===== src/rtl/pmc_dc_reg_bank.sv =====
// Purpose: N x 32-bit PMC digital-configuration register bank, OBI-style bus slave with HW update port.
// Latency: every granted request gets rvalid exactly RSP_LATENCY cycles later, fully pipelined, in order.
// Backpressure: none; gnt mirrors req, so one request per cycle is always accepted.
module pmc_dc_reg_bank #(
    parameter int unsigned         NUM_REGS    = 4,
    parameter logic [7:0]          BASE_OFFSET = 8'h00,
    parameter int unsigned         RSP_LATENCY = 1,
    parameter logic [NUM_REGS-1:0] RO_MASK     = {NUM_REGS{1'b0}},
    parameter logic [31:0]         RESET_VAL   = 32'h0000_0000
) (
    input  logic                     clk,
    input  logic                     rst_n,
    input  logic                     req,
    input  logic                     we,
    input  logic [3:0]               be,
    input  logic [31:0]              addr,
    input  logic [31:0]              wdata,
    output logic                     gnt,
    output logic                     rvalid,
    output logic [31:0]              rdata,
    output logic                     err,
    output logic [NUM_REGS*32-1:0]   regs_o,
    output logic [NUM_REGS-1:0]      wr_pulse,
    input  logic [NUM_REGS-1:0]      hw_we,
    input  logic [NUM_REGS*32-1:0]   hw_wdata
);

    // Window bounds in 9 bits so a window ending exactly at 256 still compares correctly.
    localparam logic [8:0] WIN_LO = {1'b0, BASE_OFFSET};
    localparam logic [8:0] WIN_HI = WIN_LO + 9'(4 * NUM_REGS);

    logic [8:0]          addr_lo;
    logic                mapped;
    logic [5:0]          idx;
    logic                unused_addr_hi;
    logic [NUM_REGS-1:0] wr_hit;
    logic                ro_hit;
    logic [31:0]         rd_val;
    logic                rsp_err;
    logic [31:0]         rsp_dat;

    logic [31:0]            regs_q [NUM_REGS];
    logic [31:0]            regs_d [NUM_REGS];
    logic [NUM_REGS-1:0]    wr_pulse_q;
    logic [RSP_LATENCY-1:0] vld_q;
    logic [RSP_LATENCY-1:0] err_q;
    logic [31:0]            dat_q  [RSP_LATENCY];

    assign gnt            = req;
    assign addr_lo        = {1'b0, addr[7:0]};
    assign unused_addr_hi = ^addr[31:8];
    assign mapped         = (addr[1:0] == 2'b00) && (addr_lo >= WIN_LO) && (addr_lo < WIN_HI);
    assign idx            = 6'((addr[7:0] - BASE_OFFSET) >> 2);

    // Decode the selected register: read value, writable hit or read-only hit.
    always_comb begin
        wr_hit = '0;
        ro_hit = 1'b0;
        rd_val = '0;
        for (int i = 0; i < NUM_REGS; i++) begin
            if (mapped && (idx == 6'(i))) begin
                rd_val = regs_q[i];
                if (RO_MASK[i]) begin
                    ro_hit = 1'b1;
                end else begin
                    wr_hit[i] = req && we;
                end
            end
        end
    end

    // Response to enqueue this cycle; writes and errors always carry zero data.
    always_comb begin
        rsp_err = req && (!mapped || (we && ro_hit));
        rsp_dat = (req && !we && mapped) ? rd_val : 32'h0;
    end

    // Next register value: HW load first, then enabled bus bytes override it.
    always_comb begin
        for (int i = 0; i < NUM_REGS; i++) begin
            regs_d[i] = regs_q[i];
            if (hw_we[i]) begin
                regs_d[i] = hw_wdata[32*i +: 32];
            end
            if (wr_hit[i]) begin
                for (int b = 0; b < 4; b++) begin
                    if (be[b]) begin
                        regs_d[i][8*b +: 8] = wdata[8*b +: 8];
                    end
                end
            end
        end
    end

    // Register storage and the one-cycle write-done pulses.
    always_ff @(posedge clk or negedge rst_n) begin
        if (!rst_n) begin
            for (int i = 0; i < NUM_REGS; i++) begin
                regs_q[i] <= RESET_VAL;
            end
            wr_pulse_q <= '0;
        end else begin
            for (int i = 0; i < NUM_REGS; i++) begin
                regs_q[i] <= regs_d[i];
            end
            wr_pulse_q <= wr_hit;
        end
    end

    // Response shift register; reset drops anything still in flight.
    always_ff @(posedge clk or negedge rst_n) begin
        if (!rst_n) begin
            vld_q <= '0;
            err_q <= '0;
            for (int s = 0; s < RSP_LATENCY; s++) begin
                dat_q[s] <= '0;
            end
        end else begin
            vld_q[0] <= req;
            err_q[0] <= rsp_err;
            dat_q[0] <= rsp_dat;
            for (int s = 1; s < RSP_LATENCY; s++) begin
                vld_q[s] <= vld_q[s-1];
                err_q[s] <= err_q[s-1];
                dat_q[s] <= dat_q[s-1];
            end
        end
    end

    assign rvalid   = vld_q[RSP_LATENCY-1];
    assign err      = err_q[RSP_LATENCY-1];
    assign rdata    = dat_q[RSP_LATENCY-1];
    assign wr_pulse = wr_pulse_q;

    for (genvar g = 0; g < NUM_REGS; g++) begin : g_regs_o
        assign regs_o[32*g +: 32] = regs_q[g];
    end

endmodule


===== config.mk =====
export PLATFORM = sky130hd
export DESIGN_NAME = pmc_dc_reg_bank
export DESIGN_NICKNAME = d
export VERILOG_FILES = /design/src/rtl/pmc_dc_reg_bank.sv
export SDC_FILE = /design/constraint.sdc
export NUM_CORES = 1
export LEC_CHECK = 0
export ABC_AREA = 1
export CAP_MARGIN = 0
export CORE_UTILIZATION = 30
export DETAILED_ROUTE_END_ITERATION = 16
export HOLD_SLACK_MARGIN = 0.03
export MAX_ROUTING_LAYER = met4
export PLACE_DENSITY = 0.73
export SYNTH_ARGS = -nofsm -noshare
export SYNTH_HDL_FRONTEND = slang
export SYNTH_SLANG_ARGS = --single-unit

===== constraint.sdc =====
create_clock -name clk -period 0.85 [get_ports clk]
set_input_delay 0.17 -clock clk [delete_from_list [all_inputs] [get_ports clk]]
set_output_delay 0.17 -clock clk [all_outputs]
set_load 0.05 [all_outputs]

==> impl_metrics.tcl <==
set metrics [dict create \
    grt_pass1_wl_um 66500 \
    cts-htree-levels 4 \
    synth.area.top_cells "dfrtp_1 49%, nand2_1 11%, o21ai_0 6.9%" \
    reg2reg_setup_slack_ns -0.40 \
    dr.pass1.iters 6 \
    fmax_ghz 0.754 \
    cts-root-buf "clkbuf_16" \
    dp_hpwl_um 29000 \
    syn_inst 1101 \
    nets 1865 \
    avgRoutedWirePerCell_um 22.8 \
    die_h_um 170 \
    final_cells 2057 \
    initial_core_util 0.305 \
    worst_slack_ns -0.477 \
    synth.largest_area_cell "dfrtp_1" \
    setup.worst_path.class "in -> reg" \
    timing.hold.ws_ns 0.102 \
    clkTransAtPathRegs_ns 0.08 \
    mostFrequentLayoutCells "216 x buf_12, 164 x clkdlybuf4s50_1, 155 x dfrtp_1" \
    cts_tree "yes" \
    cts_buffers 17 \
    cp.arrival_ns 1.67 \
    slew_headroom 0.746 \
    io_pins 371 \
    r2r_cells 6 \
    antenna_found_initial 5 \
    grt_start_max_net_pins 43 \
    syn_area_mm2 0.00848 \
    cp-end-kind "flop" \
    fillers 1958 \
    num_vias 10700 \
    p_leak_nw 8.74 \
    worst_ep_required_time_ns 1.19 \
    ant_nets 0 \
    synth_nets 1305 \
    coreArea_mm2 0.0278 \
    portBuffers 346 \
    holdPathStages 2 \
    drt_iter0_drc 947 \
    grt_overflow 0 \
    layout_commonest_cell "buf_12" \
    pre_cts_ws_ns -1.16 \
    yosys_warnings 0 \
    die_w_um 170 \
    wl_um 46800 \
    viasPerCell 5.20 \
    setup_violations 328 \
    worst_ir_drop_vdd_uv 1100 \
    grt_setup_unrepaired "true" \
    finalHoldViolations 0 \
    drc 0 \
    p_per_area_mw_per_mm2 1390 \
    tightest_slew_ns 0.380 \
    clk_latency_ns 0.43 \
    synth-seq-area-share 0.490 \
    grt_use_total 0.322 \
    drive_gt1_frac 0.465 \
    syn2layout_area_growth_pct 124 \
    status "complete, but fails checks" \
    period_needed_ns 1.33 \
    gp_congestion 0.922 \
    final_max_slew_viol_count 0 \
    min_period_over_period 1.56 \
    syn_area_per_cell_um2 7.70 \
    ys_seq_elements 166 \
    maxCapViolCount 0 \
    synth_cell_type_count 29 \
    clock_sinks 166 \
    dp_cells 1898 \
    violations "setup timing" \
    hp-class "in -> reg" \
    grt_pass1_vias 11100 \
    finalClockSkew_ns 0.0155 \
    worst-path-max-fanout 7 \
    die_area_mm2 0.0289 \
    start_kind "primary input" \
    synth.top_cell.area_share 0.490 \
    cts.path.max_buffers 2 \
    rows 61 \
]
kinds of logic (layout without fill, tap and decap cells):
kind of cell           after synthesis  after routing  synth area share
muxes                               24             24            0.0283
AOI/OAI and AO/OA                  285            285             0.174
other                                0              5                 0
buffers and inverters              205            778            0.0999
DFF                                166            166             0.490
and+or+nand+nor                    421            421             0.208
synthesized netlist by cell type:
cell and n:
a21oi_1 116, buf_1 6, buf_2 10, buf_4 6
buf_6 5, clkbuf_1 34, clkbuf_2 1, clkinv_2 1
dfrtp_1 166, inv_1 139, inv_2 2, inv_4 1
mux2i_1 24, nand2_1 242, nand2_2 2, nand2_4 3
nand3_1 33, nand4_1 1, nand4_2 1, nor2_1 119
nor2_2 11, nor2_4 5, nor2_8 2, nor3_1 1
nor3_2 1, o211ai_1 2, o21ai_0 117, o21ai_1 18
o22ai_1 32
report_power, final:
| part | internal, W | total, W | switching, W |
|---|---|---|---|
| sequential | 0.00847 | 0.00911 | 0.000636 |
| combinational | 0.00467 | 0.00933 | 0.00466 |
| clock | 0.00402 | 0.00798 | 0.00397 |
| total | 0.0172 | 0.0264 | 0.00926 |
metrics by stage:
stage | total power (W) | instance area, um^2 | TNS (ns) | utilization
floorplan | 0.0123 | 8590 | -66.08 | -
finish | 0.0264 | 19000 | -116.37 | 0.683
detailed placement | 0.0171 | 15200 | -172.35 | 0.547
CTS | 0.0258 | 18200 | -103.45 | 0.655
global route | 0.0272 | 19000 | -128.38 | 0.683
global placement | 0.0171 | 15200 | -168.09 | 0.547
final cells by class:
type	instances	area, um^2	area share
Timing Repair Buffer	602	8190	0.431
Multi-Input combinational cell	730	4960	0.261
Sequential cell	166	4170	0.220
Inverter	143	594	0.0313
Tap cell	378	473	0.0249
Clock buffer	19	443	0.0233
Clock inverter	13	133	0.00699
Antenna cell	5	12.5	0.000659
Timing Repair inverter	1	7.51	0.000396
registers in the layout, summed over array words and instances (netlist names):
signal / flops
err: 1
regs_o: 128
wr_pulse: 4
rvalid: 1
rdata: 32
repair_timing:
item / 4_1_cts / 5_1_grt
pin swaps: 62 / 57
endpoints found under the setup margin: 331 / 329
endpoints found under the hold margin: 166 / 0
hold buffers: 1 / 0
gates cloned: 16 / 2
setup buffers: 82 / 36
resized for setup: 399 / 172
worst paths after layout:
kind | start | end
worst max-delay path | addr[1] | regs_o[24]$_DFF_PN0_
worst min-delay path | req | rvalid$_DFF_PN0_
worst max register to register | regs_o[125]$_DFF_PN0_ | regs_o[125]$_DFF_PN0_
min in group asynchronous | rst_n | regs_o[64]$_DFF_PN0_
max in group asynchronous | rst_n | regs_o[58]$_DFF_PN0_
worst min register to register | regs_o[11]$_DFF_PN0_ | rdata[11]$_DFF_PN0_
layer usage:
layer,vias to the layer above,global-route usage,part of all wire
met2,661,0.533,0.49
li1,4673,-,-
met5,-,-,0
met3,148,0.0853,0.080
met1,5217,0.366,0.38
met4,0,0.141,0.046
critical path: stages:
cell,delay (ns)
buf_6,0.09
nor2_4,0.14
nand2_4,0.08
nor2_8,0.17
buf_12,0.13
nand2_8,0.05
nor2_4,0.14
buf_4,0.13
buf_6,0.10
nand2_8,0.07
clkinvlp_4,0.17
nand2_1,0.10
o21ai_1,0.11
No activity file was read; power rests on OpenSTA's default activity.
